`config.mk`:
```
export PLATFORM = sky130hd
export DESIGN_NAME = time_set_ctrl
export DESIGN_NICKNAME = d
export VERILOG_FILES = /design/src/rtl/time_set_ctrl.sv
export SDC_FILE = /design/constraint.sdc
export NUM_CORES = 1
export LEC_CHECK = 0
export BUFFER_PORTS_ARGS = -buffer_cell sky130_fd_sc_hd__buf_2
export CAP_MARGIN = 20
export CORE_MARGIN = 10
export CORE_UTILIZATION = 50
export DETAILED_ROUTE_END_ITERATION = 8
export GPL_TIMING_DRIVEN = 1
export PLACE_DENSITY = 0.87
export SYNTH_ARGS = -nofsm -noshare
export SYNTH_HDL_FRONTEND = slang
export SYNTH_SLANG_ARGS = --single-unit
```
`constraint.sdc`:
```
create_clock -name clk_i -period 1.15 [get_ports clk_i]
set_clock_uncertainty 0.15 [all_clocks]
set_input_delay 0.23 -clock clk_i [delete_from_list [all_inputs] [get_ports clk_i]]
set_output_delay 0.23 -clock clk_i [all_outputs]
set_load 0.005 [all_outputs]
```
`src/rtl/time_set_ctrl.sv`:
```
// rtl/time_set_ctrl.sv - set-time control: button debounce, hour/minute edit FSM, load strobes.
// Optional macro TSET_SEC_CLR_EN: also pulse nclr_sec_o during the commit cycle.
module time_set_ctrl #(
  parameter int DB_TICKS    = 4,
  parameter int HR_MAX_TENS = 2
) (
  input  logic       clk_i,
  input  logic       rst_ni,
  input  logic       tick_i,
  input  logic       btn_mode_i,
  input  logic       btn_inc_i,
  input  logic [3:0] cur_min_ones_i,
  input  logic [2:0] cur_min_tens_i,
  input  logic [3:0] cur_hr_ones_i,
  input  logic [1:0] cur_hr_tens_i,
  output logic       run_en_o,
  output logic [3:0] ld_min_ones_o,
  output logic [2:0] ld_min_tens_o,
  output logic [3:0] ld_hr_ones_o,
  output logic [1:0] ld_hr_tens_o,
  output logic       nload_min_o,
  output logic       nload_hr_o,
  output logic       nclr_sec_o,
  output logic [1:0] set_state_o
);

  typedef enum logic [1:0] {RUN = 2'd0, SET_HR = 2'd1, SET_MIN = 2'd2, COMMIT = 2'd3} state_t;

  logic [1:0] rst_ff;
  logic       rst_n;

  always_ff @(posedge clk_i or negedge rst_ni) begin
    if (!rst_ni) rst_ff <= 2'b00;
    else         rst_ff <= {rst_ff[0], 1'b1};
  end
  assign rst_n = rst_ff[1];

  // Index 0 is MODE, index 1 is INC.
  logic [1:0] sync1, sync2, stable, stable_q;
  logic [3:0] cnt [2];
  logic [1:0] ev;

  always_ff @(posedge clk_i or negedge rst_n) begin
    if (!rst_n) begin
      sync1    <= '0;
      sync2    <= '0;
      stable   <= '0;
      stable_q <= '0;
      cnt[0]   <= '0;
      cnt[1]   <= '0;
    end else begin
      sync1    <= {btn_inc_i, btn_mode_i};
      sync2    <= sync1;
      stable_q <= stable;
      for (int i = 0; i < 2; i++) begin
        if (tick_i) begin
          if (sync2[i] != stable[i]) begin
            if (cnt[i] == 4'(DB_TICKS - 1)) begin
              stable[i] <= sync2[i];
              cnt[i]    <= '0;
            end else begin
              cnt[i] <= cnt[i] + 4'd1;
            end
          end else begin
            cnt[i] <= '0;
          end
        end
      end
    end
  end
  assign ev = stable & ~stable_q;

  state_t     state;
  logic [3:0] e_min_ones, e_hr_ones;
  logic [2:0] e_min_tens;
  logic [1:0] e_hr_tens;
  logic [3:0] nx_min_ones, nx_hr_ones;
  logic [2:0] nx_min_tens;
  logic [1:0] nx_hr_tens;

  // Out-of-range values (including glitched captures) wrap straight to 00.
  always_comb begin
    nx_hr_ones  = e_hr_ones + 4'd1;
    nx_hr_tens  = e_hr_tens;
    nx_min_ones = e_min_ones + 4'd1;
    nx_min_tens = e_min_tens;
    if (e_hr_tens > 2'(HR_MAX_TENS) || e_hr_ones > 4'd9 ||
        (e_hr_tens == 2'(HR_MAX_TENS) && e_hr_ones >= 4'd3)) begin
      nx_hr_ones = 4'd0;
      nx_hr_tens = 2'd0;
    end else if (e_hr_ones == 4'd9) begin
      nx_hr_ones = 4'd0;
      nx_hr_tens = e_hr_tens + 2'd1;
    end
    if (e_min_tens > 3'd5 || e_min_ones > 4'd9 || (e_min_tens == 3'd5 && e_min_ones == 4'd9)) begin
      nx_min_ones = 4'd0;
      nx_min_tens = 3'd0;
    end else if (e_min_ones == 4'd9) begin
      nx_min_ones = 4'd0;
      nx_min_tens = e_min_tens + 3'd1;
    end
  end

  always_ff @(posedge clk_i or negedge rst_n) begin
    if (!rst_n) begin
      state       <= RUN;
      run_en_o    <= 1'b1;
      nload_min_o <= 1'b1;
      nload_hr_o  <= 1'b1;
`ifdef TSET_SEC_CLR_EN
      nclr_sec_o  <= 1'b1;
`endif
      e_min_ones  <= '0;
      e_min_tens  <= '0;
      e_hr_ones   <= '0;
      e_hr_tens   <= '0;
    end else begin
      case (state)
        RUN: if (ev[0]) begin
          e_min_ones <= cur_min_ones_i;
          e_min_tens <= cur_min_tens_i;
          e_hr_ones  <= cur_hr_ones_i;
          e_hr_tens  <= cur_hr_tens_i;
          state      <= SET_HR;
          run_en_o   <= 1'b0;
        end
        SET_HR: if (ev[0]) begin
          state <= SET_MIN;
        end else if (ev[1]) begin
          e_hr_ones <= nx_hr_ones;
          e_hr_tens <= nx_hr_tens;
        end
        SET_MIN: if (ev[0]) begin
          state       <= COMMIT;
          nload_min_o <= 1'b0;
          nload_hr_o  <= 1'b0;
`ifdef TSET_SEC_CLR_EN
          nclr_sec_o  <= 1'b0;
`endif
        end else if (ev[1]) begin
          e_min_ones <= nx_min_ones;
          e_min_tens <= nx_min_tens;
        end
        default: begin
          state       <= RUN;
          run_en_o    <= 1'b1;
          nload_min_o <= 1'b1;
          nload_hr_o  <= 1'b1;
`ifdef TSET_SEC_CLR_EN
          nclr_sec_o  <= 1'b1;
`endif
        end
      endcase
    end
  end

`ifndef TSET_SEC_CLR_EN
  assign nclr_sec_o = 1'b1;
`endif

  assign set_state_o   = state;
  assign ld_min_ones_o = e_min_ones;
  assign ld_min_tens_o = e_min_tens;
  assign ld_hr_ones_o  = e_hr_ones;
  assign ld_hr_tens_o  = e_hr_tens;

endmodule

```
==> results of run 1 <==
==> cell families after synthesis <==
logic type	synth area share
flops	0.4385
xor+xnor	0.01749
mux	0.02686
other cells	0.001872
simple gates	0.1374
fa+ha+maj	0.05622
buf+inv	0.05184
compound gates	0.2698
==> cell usage after synthesis, types with 2 or more instances <==
cell | n | area [um^2]
o22ai_2 | 4 | 50.05
o31ai_1 | 4 | 30.03
nand2_1 | 15 | 56.30
buf_4 | 2 | 15.01
mux2i_1 | 2 | 20.02
ha_1 | 9 | 112.6
nor2b_1 | 5 | 31.28
a211oi_1 | 3 | 22.52
a22oi_1 | 2 | 15.01
and3_1 | 2 | 12.51
dfrtp_1 | 33 | 825.8
inv_1 | 14 | 52.55
nand2b_1 | 4 | 25.02
a211o_1 | 2 | 17.52
a21oi_1 | 10 | 50.05
nor4b_1 | 3 | 26.28
o2bb2ai_1 | 4 | 35.03
o21bai_1 | 3 | 22.52
nand3_1 | 3 | 15.01
xnor2_1 | 2 | 17.52
o211ai_1 | 3 | 22.52
mux2_2 | 3 | 33.78
buf_2 | 5 | 25.02
nor3_1 | 2 | 10.01
dfstp_2 | 2 | 52.55
clkbuf_1 | 2 | 7.510
o21ai_0 | 7 | 35.03
nand4bb_1 | 2 | 22.52
o32a_1 | 4 | 40.04
or3_1 | 2 | 12.51
nor2_1 | 4 | 15.01
xor2_1 | 2 | 17.52
a21o_2 | 2 | 17.52
==> what timing repair did <==
action	in CTS
pin swaps	13
setup buffers	23
hold buffers	3
endpoints found under the hold margin	4
setup endpoints to repair	45
cloned	1
resized for setup	75
==> per-stage QoR <==
stage          cells  utilization  setup slack, ps
2_1_floorplan    192            -           -611.9
3_3_place_gp     325       0.7402           -651.9
3_5_place_dp     325       0.7402           -732.5
4_1_cts          359       0.9108           -648.3
==> metrics.md, run 1 <==
| Metric | Value |
|---|---|
| Status | `stopped before the end` |
| Stopped at | `global routing` |
| Tool error | `[ERROR DPL-0038] Utilization greater than 100%, impossible to legalize` |
| Synth cell types | `58` |
| Avg Cell Area, Syn | `between 10 and 15 um^2` |
| WEP type | `register input` |
| Num ports | `37` |
| Cells after synthesis | `~190` |
| Post-synth top flop | `dfrtp_1` |
| GRT worst endpoint | `ld_hr_ones_o[2]$_DFFE_PN0P_/D` |
| FFs w/ async S/R, synth | `1.000` |
| Yosys reg bits | `35` |
| Sequential-to-total area share from yosys stat | `0.4385` |
| Placed Area | `about 2800 um^2` |
| PortBufs | `35` |
| Yosys Warn Count | `0` |
| Clk buf depth | `2` |
| Initial Util | `0.5312` |
| Initial antenna violation count | `1` |
| Die extent in x | `between 80 and 90 um` |
| Die Ht | `between 80 and 90 um` |
| Mapped cell area | `roughly 2000 um^2` |
| Clock tree sinks | `35` |
| TritonCTS buffer count | `5` |
| Largest net degree at the start of global routing | `34` |
| HPWL after DPL | `4151 um` |
| Root Buffer | `clkbuf_8` |
| Routability cong. | `~0.84` |
| FP Rows | `22` |
| EDFF count, synth | `0` |
| Htree depth | `2` |
==> run 2: changes to the inputs <==
--- a/config.mk
+++ b/config.mk
@@ -8,10 +8,10 @@
 export BUFFER_PORTS_ARGS = -buffer_cell sky130_fd_sc_hd__buf_2
 export CAP_MARGIN = 20
 export CORE_MARGIN = 10
-export CORE_UTILIZATION = 50
+export CORE_UTILIZATION = 40
 export DETAILED_ROUTE_END_ITERATION = 8
 export GPL_TIMING_DRIVEN = 1
-export PLACE_DENSITY = 0.87
+export PLACE_DENSITY_LB_ADDON = 0.15
 export SYNTH_ARGS = -nofsm -noshare
 export SYNTH_HDL_FRONTEND = slang
 export SYNTH_SLANG_ARGS = --single-unit
==> constraint.sdc (replaced) <==
create_clock -name clk_i -period 1.5 [get_ports clk_i]
set_clock_uncertainty 0.15 [all_clocks]
set_input_delay 0.3 -clock clk_i [delete_from_list [all_inputs] [get_ports clk_i]]
set_output_delay 0.3 -clock clk_i [all_outputs]
set_load 0.005 [all_outputs]
==> metrics.md, run 2 <==
| Metric | Value |
|---|---|
| First DRT Iteration DRCs | `77` |
| Layout cells sized above 1 | `0.5382` |
| WL final | `around 5000 um` |
| Max-cap viol count | `0` |
| Gr usage total | `0.1176` |
| Final Worst Setup Slack | `-309.2 ps` |
| Req. time, crit path | `1520 ps` |
| DRC | `0` |
| Sequential-to-total area share from yosys stat | `0.4385` |
| Post-synth top flop | `dfrtp_1` |
| Post-Route Utilization | `0.6424` |
| Period minus WS final | `1809 ps` |
| Grt total ovfl | `0` |
| Vias/cell | `a little over 5` |
| Clock tree sinks | `35` |
| Worst Setup Start Kind | `register` |
| Clock transition at the registers of the reported paths | `about 70 ps` |
| Largest fanout on the critical path | `5` |
| Met3 WL | `204 um` |
| Fin. max-slew vios | `0` |
| Htree depth | `2` |
| ANT nets after route | `0` |
| Avg Cell Area, Syn | `approximately 10 um^2` |
| HP Class | `reg -> async` |
| Mapped cell area | `~2000 um^2` |
| Routability cong. | `around 0.83` |
| FP Rows | `25` |
| Die ar. | `8238 um^2` |
| Clock Power Share | `0.135` |
| Sequential power share | `0.246` |
| Clock Latency Late Sink | `~280 ps` |
| Core box area | `~4800 um^2` |
| Setup TNS | `-3441 ps` |
| Status | `finished, violations left` |
| Most common cell after layout, fill and taps aside | `buf_4` |
| Commonest cells after routing, fill and taps aside | `buf_4 (49), buf_2 (33), dfrtp_1 (30)` |
| Die extent in x | `roughly 91 um` |
| TritonCTS buffer count | `5` |
| Gate power share | `0.619` |
| WL/cell | `between 10 and 15 um` |
| CP Capture Type | `register` |
| Multi-input gate area | `about 1200 um^2` |
| NetSw | `~2.5 mW` |
| Failing checks | `negative setup slack` |
| EDFF count, synth | `0` |
| CP Class | `reg -> reg` |
| # diodes | `0` |
| HPWL after DPL | `3590 um` |
| Final period utilization | `1.206` |
| R2R cell count | `7` |
| Yosys reg bits | `35` |
| Synth cell count leaders | `dfrtp_1 (33), nand2_1 (15), inv_1 (14), a21oi_1 (10), ha_1 (9)` |
| Final setup vio count | `16` |
| Initial Util | `0.4186` |
| Final nets | `about 310` |
| Most common cell in the synthesized netlist | `dfrtp_1` |
| Overall power | `~6.5 mW` |
| Yosys Warn Count | `0` |
| CP arrival | `roughly 1800 ps` |
| Flip-flop count of the largest register after layout | `8` |
| Num ports | `37` |
| Power Dens Cells | `2129 nW/um^2` |
| P&R area growth vs syn | `53.47%` |
| Die Ht | `just over 90 um` |
| Maximum VDD drop | `0.9425 mV` |
| CTS tree | `done` |
| Vias in the first global route | `about 1.9k` |
| Drt first pass iters | `4` |
| Largest net degree at the start of global routing | `34` |
| PortBufs | `35` |
| Storage cell area | `882.1 um^2` |
| Cells after synthesis | `about 190` |
| Top layer in use | `met4` |
| Top cells by area, synth | `dfrtp_1 (41%), ha_1 (5.6%), nand2_1 (2.8%)` |
| Via count | `1800` |
| Leak | `between 1 and 1.5 nW` |
| Synth top area share | `0.4122` |
| Met2 wire len | `between 2000 and 3000 um` |
| Met1 wire length | `2335 um` |
| Unrepaired setup endpoints after global routing | `yes` |
| Root Buffer | `clkbuf_8` |
| Synth area leader | `dfrtp_1` |
| FFs w/ async S/R, synth | `1.000` |
| Initial antenna violation count | `0` |
| Internal Pwr Total | `roughly 4.1 mW` |
| Clk buf depth | `2` |
| Synth cell types | `58` |
| Wire length of the first global-routing pass | `~8400 um` |
| Fillers | `between 300 and 400` |
| Largest reg by FF count | `cnt` |
| Final hold vios | `0` |
| Achievable Freq | `roughly 550 MHz` |
| Sw Ratio | `0.3788` |
[run 2: cell counts after synthesis]
No cell type changed its count.
[run 2: critical path, stage by stage, from the launching register on]
cell,delay (ps)
dfrtp_1,400
inv_2,100
ha_2,280
nand2b_1,170
a221oi_4,250
buf_6,150
a21oi_2,60
a2bb2oi_1,130
[run 2: metal layers]
| layer | vias to the layer above | track usage |
|---|---|---|
| met3 | 6 | 0.03076 |
| met1 | 862 | 0.1381 |
| li1 | 900 | - |
| met2 | 32 | 0.2013 |
| met5 | - | 0 |
| met4 | 0 | 0.03979 |
[run 2: final timing paths]
check | start | end | slack (ps)
worst max-delay path | set_state_o[1]$_DFFE_PN0P_ | ld_hr_tens_o[1]$_DFFE_PN0P_ | -310
min in group clk_i | cur_hr_ones_i[0] | ld_hr_ones_o[0]$_DFFE_PN0P_ | 150
max in group asynchronous | rst_ff[1]$_DFF_PN0_ | nload_hr_o$_DFFE_PN1P_ | 750
worst min-delay path | rst_ff[1]$_DFF_PN0_ | ld_hr_ones_o[1]$_DFFE_PN0P_ | 120
worst max register to register | set_state_o[1]$_DFFE_PN0P_ | ld_hr_tens_o[1]$_DFFE_PN0P_ | -310
worst min register to register | rst_ff[1]$_DFF_PN0_ | ld_hr_ones_o[1]$_DFFE_PN0P_ | 120
[run 2: metrics by stage]
stage / cells / hold WS, ps / area [um^2] / setup slack [ps]
2_1_floorplan: 192 / -145.6 / 2101 / -261.9
3_3_place_gp: 337 / -63.14 / 2698 / -278.6
3_5_place_dp: 337 / -64.40 / 2698 / -317.1
4_1_cts: 355 / 138.7 / 2953 / -277.6
5_1_grt: 355 / 166.0 / 3074 / -414.8
6_report: 355 / 118.9 / 3074 / -309.2
[run 2: cell families (layout without fill, tap and decap cells)]
logic type	Yosys count	in the layout	synth area share
other	1	2	0.001872
adders and majority gates	9	9	0.05622
AOI/OAI and AO/OA	66	66	0.2698
muxes	5	5	0.02686
buffers and inverters	24	120	0.05184
DFF	35	35	0.4385
and+or+nand+nor	47	47	0.1374
xor gates and xnor gates	4	4	0.01749
[run 2: cell type report]
type / instances / share of cell area
clock inverters: 2 / 0.01140
clock buffers: 6 / 0.02686
flip-flops and latches: 35 / 0.2869
multi-input cells: 133 / 0.4021
repair buffers: 97 / 0.2271
inverters: 15 / 0.01832
well taps: 67 / 0.02727
[run 2: timing repair]
action	in CTS	in global routing
setup endpoints to repair	18	20
hold buffers	3	0
buffers inserted	6	3
gates resized for setup	15	26
pin swaps	9	5
hold endpoints to repair	4	0
cloned	1	1
[run 2: power groups by stage]
stage	registers (mW)	clock network [mW]	logic, mW
floorplan	1.70	0	1.93
global placement	1.60	0	3.49
detailed placement	1.61	0	3.54
CTS	1.59	0.909	3.79
global route	1.66	0.942	4.44
finish	1.61	0.886	4.05
Power figures use the tool's default switching activity.
